## src/rtl/layer_sequencer.sv

```systemverilog
// -----------------------------------------------------------------------------
// layer_sequencer
//
// Table-driven controller for one shared matrix_multiply engine, one shared
// relu engine and the argmax unit. Layers run as MM -> RELU. The last layer
// runs MM -> ARGMAX instead. Per-layer dimensions come from the packed
// LAYER_N / LAYER_K tables, with layer 0 in the least significant field.
//
// Optional feature (macro LAYER_SEQ_PERF_EN):
//   When the macro is defined, a saturating 32-bit busy-cycle counter is built.
//   Its value is latched into o_perf_cycles when a run finishes normally.
//   When the macro is undefined, o_perf_cycles is tied to zero.
//
// Ports:
//   i_clk            system clock
//   i_resetn         asynchronous active-low reset
//   i_start          run request, honoured only while idle
//   i_abort          synchronous abort, effective in any non-idle state
//   o_mm_start       1-cycle start pulse to matrix_multiply
//   o_mm_n, o_mm_k   matrix_multiply dimensions for the current layer
//   i_mm_done        matrix_multiply completion pulse
//   o_relu_start     1-cycle start pulse to relu
//   o_relu_d         relu length (the n of the current layer)
//   i_relu_done      relu completion pulse
//   o_argmax_start   1-cycle start pulse to argmax
//   i_argmax_done    argmax completion pulse
//   o_mm_layer       current layer index, steers the memory muxes
//   o_busy           high in every state except idle
//   o_done           1-cycle pulse when a run completes
//   o_wdog_err       sticky timeout flag, cleared by the next accepted start
//   o_perf_cycles    busy cycles of the last completed run (0 without the macro)
// -----------------------------------------------------------------------------
module layer_sequencer #(
  parameter int NUM_LAYERS = 4,
  parameter int DIM_W      = 10,
  parameter logic [NUM_LAYERS*DIM_W-1:0] LAYER_N = {10'd10, 10'd32, 10'd64, 10'd64},
  parameter logic [NUM_LAYERS*DIM_W-1:0] LAYER_K = {10'd32, 10'd64, 10'd64, 10'd784},
  parameter int WDOG_W     = 20
) (
  input  logic             i_clk,
  input  logic             i_resetn,
  input  logic             i_start,
  input  logic             i_abort,
  output logic             o_mm_start,
  output logic [DIM_W-1:0] o_mm_n,
  output logic [DIM_W-1:0] o_mm_k,
  input  logic             i_mm_done,
  output logic             o_relu_start,
  output logic [DIM_W-1:0] o_relu_d,
  input  logic             i_relu_done,
  output logic             o_argmax_start,
  input  logic             i_argmax_done,
  output logic [2:0]       o_mm_layer,
  output logic             o_busy,
  output logic             o_done,
  output logic             o_wdog_err,
  output logic [31:0]      o_perf_cycles
);

  typedef enum logic [2:0] {
    S_IDLE,
    S_ISSUE_MM,
    S_WAIT_MM,
    S_ISSUE_RL,
    S_WAIT_RL,
    S_ISSUE_AM,
    S_WAIT_AM,
    S_FIN
  } state_t;

  localparam logic [2:0] LAST_LAYER = 3'(NUM_LAYERS - 1);

  state_t              r_state;
  state_t              w_stateNext;
  logic [2:0]          r_layer;
  logic [2:0]          w_layerNext;
  logic                w_layerLoad;
  logic [DIM_W-1:0]    r_mmN;
  logic [DIM_W-1:0]    r_mmK;
  logic [DIM_W-1:0]    r_reluD;
  logic [WDOG_W-1:0]   r_wdogCnt;
  logic                w_wdogTrip;
  logic                w_wdogClr;
  logic                w_inWait;
  logic                r_wdogErr;
  logic                w_wdogErrSet;
  logic                w_accept;

  // Table lookups: the field for layer idx sits at bit idx*DIM_W.
  function automatic logic [DIM_W-1:0] tableN(input logic [2:0] idx);
    tableN = LAYER_N[int'(idx)*DIM_W +: DIM_W];
  endfunction

  function automatic logic [DIM_W-1:0] tableK(input logic [2:0] idx);
    tableK = LAYER_K[int'(idx)*DIM_W +: DIM_W];
  endfunction

  assign w_inWait   = (r_state == S_WAIT_MM) || (r_state == S_WAIT_RL) ||
                      (r_state == S_WAIT_AM);
  assign w_wdogTrip = (r_wdogCnt == {WDOG_W{1'b1}});

  assign o_mm_n     = r_mmN;
  assign o_mm_k     = r_mmK;
  assign o_relu_d   = r_reluD;
  assign o_mm_layer = r_layer;
  assign o_busy     = (r_state != S_IDLE);
  assign o_wdog_err = r_wdogErr;

  // Next-state logic and the start/done pulses.
  // In every WAIT state the engine's done input takes priority over a watchdog
  // trip. A timeout also returns the layer index to 0, so the memory muxes
  // idle on layer 0 just as they do after reset or abort.
  always_comb begin
    w_stateNext    = r_state;
    w_layerNext    = r_layer;
    w_layerLoad    = 1'b0;
    w_accept       = 1'b0;
    w_wdogClr      = 1'b0;
    w_wdogErrSet   = 1'b0;
    o_mm_start     = 1'b0;
    o_relu_start   = 1'b0;
    o_argmax_start = 1'b0;
    o_done         = 1'b0;

    case (r_state)
      S_IDLE: begin
        if (i_start) begin
          w_accept    = 1'b1;
          w_layerNext = 3'd0;
          w_layerLoad = 1'b1;
          w_stateNext = S_ISSUE_MM;
        end
      end

      S_ISSUE_MM: begin
        o_mm_start  = 1'b1;
        w_wdogClr   = 1'b1;
        w_stateNext = S_WAIT_MM;
      end

      S_WAIT_MM: begin
        if (i_mm_done) begin
          if (r_layer < LAST_LAYER) begin
            w_stateNext = S_ISSUE_RL;
          end else begin
            w_stateNext = S_ISSUE_AM;
          end
        end else if (w_wdogTrip) begin
          w_wdogErrSet = 1'b1;
          w_layerNext  = 3'd0;
          w_layerLoad  = 1'b1;
          w_stateNext  = S_IDLE;
        end
      end

      S_ISSUE_RL: begin
        o_relu_start = 1'b1;
        w_wdogClr    = 1'b1;
        w_stateNext  = S_WAIT_RL;
      end

      S_WAIT_RL: begin
        if (i_relu_done) begin
          w_layerNext = r_layer + 3'd1;
          w_layerLoad = 1'b1;
          w_stateNext = S_ISSUE_MM;
        end else if (w_wdogTrip) begin
          w_wdogErrSet = 1'b1;
          w_layerNext  = 3'd0;
          w_layerLoad  = 1'b1;
          w_stateNext  = S_IDLE;
        end
      end

      S_ISSUE_AM: begin
        o_argmax_start = 1'b1;
        w_wdogClr      = 1'b1;
        w_stateNext    = S_WAIT_AM;
      end

      S_WAIT_AM: begin
        if (i_argmax_done) begin
          w_stateNext = S_FIN;
        end else if (w_wdogTrip) begin
          w_wdogErrSet = 1'b1;
          w_layerNext  = 3'd0;
          w_layerLoad  = 1'b1;
          w_stateNext  = S_IDLE;
        end
      end

      S_FIN: begin
        o_done      = 1'b1;
        w_stateNext = S_IDLE;
      end

      default: begin
        w_stateNext = S_IDLE;
      end
    endcase

    // Abort overrides everything above, including done inputs and the
    // watchdog, and suppresses any pulse that this cycle would have produced.
    // The sticky error flag is left as it was.
    if (i_abort && (r_state != S_IDLE)) begin
      w_stateNext    = S_IDLE;
      w_layerNext    = 3'd0;
      w_layerLoad    = 1'b1;
      w_wdogErrSet   = 1'b0;
      o_mm_start     = 1'b0;
      o_relu_start   = 1'b0;
      o_argmax_start = 1'b0;
      o_done         = 1'b0;
    end
  end

  // State, layer index and dimension registers. The dimensions reload
  // whenever the layer index does, so they change in the same cycle as
  // o_mm_layer and stay stable for the rest of the layer.
  always_ff @(posedge i_clk or negedge i_resetn) begin
    if (!i_resetn) begin
      r_state <= S_IDLE;
      r_layer <= 3'd0;
      r_mmN   <= '0;
      r_mmK   <= '0;
      r_reluD <= '0;
    end else begin
      r_state <= w_stateNext;
      r_layer <= w_layerNext;
      if (w_layerLoad) begin
        r_mmN   <= tableN(w_layerNext);
        r_mmK   <= tableK(w_layerNext);
        r_reluD <= tableN(w_layerNext);
      end
    end
  end

  // Watchdog counter: cleared in every ISSUE state, so it reads 0 in the
  // first cycle of the following WAIT state, then counts WAIT cycles.
  // Error flag: set on a trip, cleared only by an accepted start.
  always_ff @(posedge i_clk or negedge i_resetn) begin
    if (!i_resetn) begin
      r_wdogCnt <= '0;
      r_wdogErr <= 1'b0;
    end else begin
      if (w_wdogClr) begin
        r_wdogCnt <= '0;
      end else if (w_inWait) begin
        r_wdogCnt <= r_wdogCnt + WDOG_W'(1);
      end

      if (w_accept) begin
        r_wdogErr <= 1'b0;
      end else if (w_wdogErrSet) begin
        r_wdogErr <= 1'b1;
      end
    end
  end

`ifdef LAYER_SEQ_PERF_EN
  logic [31:0] r_perfCnt;
  logic [31:0] r_perfOut;
  logic [31:0] w_perfInc;

  assign w_perfInc     = (r_perfCnt == 32'hFFFF_FFFF) ? r_perfCnt : (r_perfCnt + 32'd1);
  assign o_perf_cycles = r_perfOut;

  // The FIN cycle is itself busy, so the latched value is the incremented
  // count. This makes o_perf_cycles equal to the total number of busy cycles
  // in the run. An aborted FIN suppresses o_done, and the latch is skipped too.
  always_ff @(posedge i_clk or negedge i_resetn) begin
    if (!i_resetn) begin
      r_perfCnt <= 32'd0;
      r_perfOut <= 32'd0;
    end else begin
      if (w_accept) begin
        r_perfCnt <= 32'd0;
      end else if (r_state != S_IDLE) begin
        r_perfCnt <= w_perfInc;
      end

      if (o_done) begin
        r_perfOut <= w_perfInc;
      end
    end
  end
`else
  assign o_perf_cycles = 32'd0;
`endif

endmodule
```

## config.mk

```make
export PLATFORM = sky130hd
export DESIGN_NAME = layer_sequencer
export DESIGN_NICKNAME = d
export VERILOG_FILES = /design/src/rtl/layer_sequencer.sv
export SDC_FILE = /design/constraint.sdc
export NUM_CORES = 1
export LEC_CHECK = 0
export CORE_ASPECT_RATIO = 1.2
export CORE_MARGIN = 8
export CORE_UTILIZATION = 42
export CTS_BUF_LIST = sky130_fd_sc_hd__clkbuf_16
export DETAILED_ROUTE_END_ITERATION = 8
export PLACE_DENSITY = 0.83
export SLEW_MARGIN = 20
export SYNTH_ARGS = -nofsm -noshare
export SYNTH_HDL_FRONTEND = slang
export SYNTH_SLANG_ARGS = --single-unit
```

## constraint.sdc

```tcl
create_clock -name i_clk -period 2.2 [get_ports i_clk]
set_input_delay 0.44 -clock i_clk [delete_from_list [all_inputs] [get_ports i_clk]]
set_output_delay 0.44 -clock i_clk [all_outputs]
set_load 0.005 [all_outputs]
```

==> results of run 1 <==
-- power breakdown --
part | switching (W) | leakage, nW | internal, W
clock network | 0.000217 | 0.0616 | 0.000397
logic | 0.000564 | 0.789 | 0.000563
registers | 0.0000819 | 0.434 | 0.000656
total | 0.000862 | 1.28 | 0.00162
-- repair_timing --
action / in CTS / in global routing
pin swaps: 0 / 3
hold buffers: 0 / 0
resized for setup: 2 / 9
gates cloned: 0 / 0
endpoints found under the setup margin: 4 / 6
buffers inserted: 0 / 9
-- cell usage in the layout (no fill, tap or decap), drive strengths merged, types with 2 or more instances in the layout --
cell	n
nand2	9
nand4bb	2
nor2	20
a211oi	2
a22oi	2
o22ai	3
inv	9
ha	3
nor3	15
nand3	9
o21ai	13
a21o	5
o21a	4
and4	2
nor4	2
conb	49
clkdlybuf4s50	27
buf	34
and3	2
o31ai	5
and2	3
dfrtp	32
a31oi	6
mux2i	5
nand2b	2
nor2b	4
a21oi	10
or2	2
xnor2	11
or3	4
clkbuf	5
nor3b	2
nand4	7
-- cells in the mapped netlist (all sizes together), types with 6 or more instances --
cell and instances:
a31oi 6, a21oi 10, dfrtp 32, nand2 9
o21ai 13, inv 9, buf 65, xnor2 11
nand4 7, nor3 15, nor2 20, nand3 9
-- metal layers --
metal / track usage, % / vias to the layer above
met2: 21.7 / 106
met3: 4.46 / 9
met5: 0 / -
li1: - / 967
met1: 14.2 / 993
met4: 5.54 / 0
-- layout make-up --
type	count	area, sq um	share of cell area, %
multi-input cells	216	1340	45.9
inverters	9	33.8	1.16
flip-flops and latches	32	803	27.5
well taps	64	80.1	2.74
clock buffers	5	125	4.28
repair buffers	62	538	18.4
-- worst max-delay path, cell delays in order --
cell and delay, ns:
dlygate4sd2_1 0.33, nand2b_1 0.25, nor3_1 0.21, clkdlybuf4s50_1 0.55
-- flip-flops by register name, indices dropped and copies added (netlist names) --
name / count
o_mm_k: 3
o_mm_layer: 3
o_relu_d: 2
o_wdog_err: 1
r_state: 3
r_wdogCnt: 20
-- kinds of logic after synthesis --
| kind of cell | Yosys count |
|---|---|
| AND/OR/NAND/NOR | 89 |
| other | 1 |
| multiplexers | 5 |
| adder cells (fa/ha/maj) | 3 |
| flip-flops | 32 |
| buffers and inverters | 79 |
| XOR/XNOR | 12 |
| AO/OA/AOI/OAI | 58 |
-- worst max-delay path by stage --
stage,to,slack (ns),depth (start not counted)
after floorplan,o_mm_k[6],0.02,9
after global placement,o_mm_k[6],-0.13,8
after detailed placement,o_mm_k[6],-0.18,7
after CTS,o_mm_k[6],0.02,8
after global routing,o_mm_start,-0.09,4
final,o_mm_start,-0.01,4
-- metrics by stage --
stage               area [sq um]  utilization [%]  setup TNS (ns)
global route                2920             51.9          -0.136
finish                      2920             51.9         -0.0136
CTS                         2810             49.9               0
global placement            2690             47.7          -0.649
detailed placement          2690             47.7           -1.13
floorplan                   2630                -               0
==> flow_summary.yaml, run 1 <==
sta:
  fmax_ghz: 0.452
  min_period_ns: 2.21
  rsz0062_at_grt: "yes"
  period_share_pct: 101
  setup_viol: 1
  maxSlewHeadroom_pct: 60.7
  setup_ws_ns: -0.0136
  whs_ns: 0.531
  worst_pin_slew_ns: 0.590
  finClkSkew_ns: 0.00736
  slew_viol_final: 0
  hold_viol_final: 0
synthesis:
  syn_area_sq_mm: 0.00245
  synth-xor-area-share_pct: 4.29
  yosys_warnings: 0
  async_flop_share_pct: 100
  seq_area_frac_synth_pct: 32.7
  synth_cells: 279
  synth_top_cell_area_share_pct: 32.7
  yosysTopAreaCell: "dfrtp_1"
  synth_area_leaders: "dfrtp_1 (33%), buf_4 (18%), xnor2_1 (3.9%)"
  synth-simple-area-share_pct: 21.2
  synth_top_family_by_area: "buffers and inverters"
  synth-compound-area-share_pct: 16.6
  synth_area_per_cell_sq_um: 8.79
  ys_ff_latch: 32
  ys.flop_type: "dfrtp_1"
  ys_types: 57
  muxShareOfSynthArea_pct: 2.04
  synth_edf_count: 0
  synthAdderAreaFrac_pct: 1.53
cts:
  htreeDepth: 2
  clock-sinks: 32
  clockRootBuffer: "clkbuf_16"
  clkLatencyLatePin_ns: 0.28
  clk_pin_slew_ns: 0.05
  max-clock-path-buffers: 2
  cts_tree: "built"
  cts_buffers: 5
placement:
  numPortBuffers: 28
  placed_cells: 374
  dp_hpwl_mm: 4.22
  gp_congestion: 0.908
  post-place-ws_ns: -0.177
grt:
  grt_overflow: 0
  grt_usage_pct: 12.9
  grt_pass1_wl_mm: 8.97
  grt_start_max_net_pins: 33
  antenna_found_initial: 0
  first_global_vias: 1938
detailed_routing:
  antenna_left: 0
  wl_per_cell_microns: 15.0
  highest_layer: "met4"
  viasPerCell: 5.35
  first_iter_violations: 127
  met3WireLength_microns: 523
  routed_wl_mm: 5.84
  num_vias: 2075
  wl_met1_mm: 2.23
  wl_met2_mm: 3.00
  drt-pass1-iter-count: 4
  drc: 0
critical_path:
  r2r_start: "r_wdogCnt[0]"
  cp.required_ns: 1.76
  startpoint_type: "input port"
  critPathArrivalTime_ns: 1.77
  worstSetupPathType: "input port to primary output"
  end_kind: "primary output"
  r2r_end: "o_mm_k[6]"
  crit_start: "i_abort"
  worstRegToRegCells: 8
  ff2ff_setup_slack_ns: 0.02
  path_max_fanout: 7
status:
  violations: "setup timing"
  status: "finished, violations left"
floorplan:
  fp.dieW_microns: 85.7
  die_y_microns: 99.7
  rows: 30
  core_sq_mm: 0.00563
  start_util_pct: 43.5
  dieArea_sq_mm: 0.00855
  ioPinCount: 78
cells_and_area:
  nets: 336
  synthToLayoutAreaGrowth_pct: 19.1
  final_cells: 388
  n_fill_cell: 499
  final_layout_size_suffix_gt1_share_pct: 17.0
  antenna_cells: 0
hold_path:
  hold_class: "flip-flop to flip-flop"
  hold_path_depth: 2
  min-delay-start: "o_relu_d[5]"
  holdPathEnd: "o_relu_d[5]"
pwr:
  totalPowerFinal_w: 0.00248
  ir_drop_mv: 0.453
  p_leak_nw: 1.28
  power_density_mw_per_mm2: 849
run:
  drv_cap: 0
(Power assumes the default switching activity.)
==> run 2: changes to the inputs <==
- CORE_UTILIZATION: 42 -> 40
- PLACE_DENSITY: 0.83 -> 0.79
==> flow_summary.yaml, run 2 (synthesis results as in run 1) <==
cts:
  cts_buffers: 5
  cts_tree: "built"
  clock-sinks: 32
  clkLatencyLatePin_ns: 0.28
  hold_buffers: 0
  htreeDepth: 2
  clk_pin_slew_ns: 0.05
  max-clock-path-buffers: 2
  clockRootBuffer: "clkbuf_16"
sta:
  period_share_pct: 97.7
  worst_pin_slew_ns: 0.578
  finClkSkew_ns: 0.00286
  rsz0062_at_grt: "yes"
  hold_viol_final: 0
  min_period_ns: 2.15
  setup_viol: 0
  fmax_ghz: 0.465
  slew_viol_final: 0
  maxSlewHeadroom_pct: 61.5
  tns_ns: 0
pwr:
  power_density_mw_per_mm2: 838
  p_leak_nw: 1.28
  totalPowerFinal_w: 0.00246
  ir_drop_mv: 0.442
placement:
  numPortBuffers: 28
  dp_hpwl_mm: 4.25
  placed_cells: 390
  gp_congestion: 0.894
grt:
  grt_overflow: 0
  grt-busiest-layer: "met2"
  grt_start_max_net_pins: 33
  met3_usage_pct: 4.22
  use_met2_pct: 20.9
  grtUsageMet1_pct: 13.4
  grt_pass1_wl_mm: 8.69
  grt_usage_pct: 12.3
  first_global_vias: 1894
  antenna_found_initial: 0
detailed_routing:
  routed_wl_mm: 5.63
  drc: 0
  wl_per_cell_microns: 13.9
  first_iter_violations: 78
  num_vias: 2000
  antenna_left: 0
  viasPerCell: 4.94
  drt-pass1-iter-count: 5
cells_and_area:
  final_cells: 405
  mostFrequentLayoutCells: "conb_1 (49), dfrtp_1 (29), buf_4 (28)"
  largest-register: "r_wdogCnt"
  largest_register_ffs: 20
  final_layout_size_suffix_gt1_share_pct: 16.7
  utilization_pct: 49.2
  n_fill_cell: 541
  antenna_cells: 0
  layout_commonest_cell: "conb_1"
  nets: 332
  synthToLayoutAreaGrowth_pct: 20.0
critical_path:
  critPathArrivalTime_ns: 2.34
  end_kind: "flip-flop"
  r2r_start: "r_wdogCnt[1]"
  crit_start: "r_wdogCnt[1]"
  cp.required_ns: 2.39
  path_max_fanout: 4
  worstSetupPathType: "flip-flop to flip-flop"
  startpoint_type: "flip-flop"
floorplan:
  rows: 31
  dieArea_sq_mm: 0.00890
  ioPinCount: 78
  fp.dieW_microns: 87.5
  start_util_pct: 41.0
  die_y_microns: 102
  core_sq_mm: 0.00597
hold_path:
  hold_class: "flip-flop to flip-flop"
  min-delay-start: "o_relu_d[5]"
run:
  drv_cap: 0
status:
  status: "complete, no violations"
==> run 2: changes by cell type in the layout (fill, tap and decap cells not counted), sizes merged <==
cell	previous run	this run
clkinv	0	1
clkinvlp	0	1
buf	34	30
inv	9	10
==> run 2: through the flow <==
stage / hold slack, ns / worst slack, ns / area (sq um)
CTS: 0.528 / 0.00142 / 2840
global placement: 0.514 / -0.180 / 2690
detailed placement: 0.514 / -0.274 / 2690
floorplan: 0.144 / 0.0224 / 2630
global route: 0.562 / -0.0260 / 2940
finish: 0.524 / 0.0501 / 2940
==> run 2: worst paths after layout <==
check,endpoint,slack (ns),depth (start not counted)
worst max-delay path,o_mm_k[6],0.05,8
worst min-delay path,o_relu_d[5],0.52,2
worst max register to register,o_mm_k[6],0.05,8
worst min register to register,o_relu_d[5],0.52,2
max in group asynchronous,r_state[0],1.31,2
min in group asynchronous,r_state[1],0.56,2
==> run 2: report_power, final <==
group          internal (W)  leakage, nW  switching [W]
clock              0.000410       0.0687       0.000252
combinational      0.000532        0.775       0.000530
sequential         0.000656        0.433      0.0000835
==> run 2: layer usage <==
metal  wire, microns  vias up
met5               0        -
met4             127        0
met3             447       12
met2            2860       75
met1            2190      950
li1                -      963
==> run 2: repair_timing <==
item | CTS | global route
setup endpoints to repair | 4 | 7
pin swaps | 0 | 4
setup buffers | 0 | 7
gates resized for setup | 3 | 12
gates cloned | 0 | 0
endpoints found under the hold margin | 0 | 0
==> run 2: layout make-up <==
class	count	area (sq um)	area share, %
well taps	82	103	3.49
inverters	9	33.8	1.15
clock inverters	3	15.0	0.511
multi-input cells	216	1350	45.8
clock buffers	5	125	4.26
repair buffers	58	512	17.4
flip-flops and latches	32	805	27.4
==> run 2: critical path: stages (launching register included) <==
cell and delay, ns:
dfrtp_1 0.42, ha_4 0.18, nand4_4 0.12, nor3_4 0.29, a211oi_2 0.12, or2_1 0.23
a21o_1 0.18, ha_1 0.28, o31ai_2 0.22
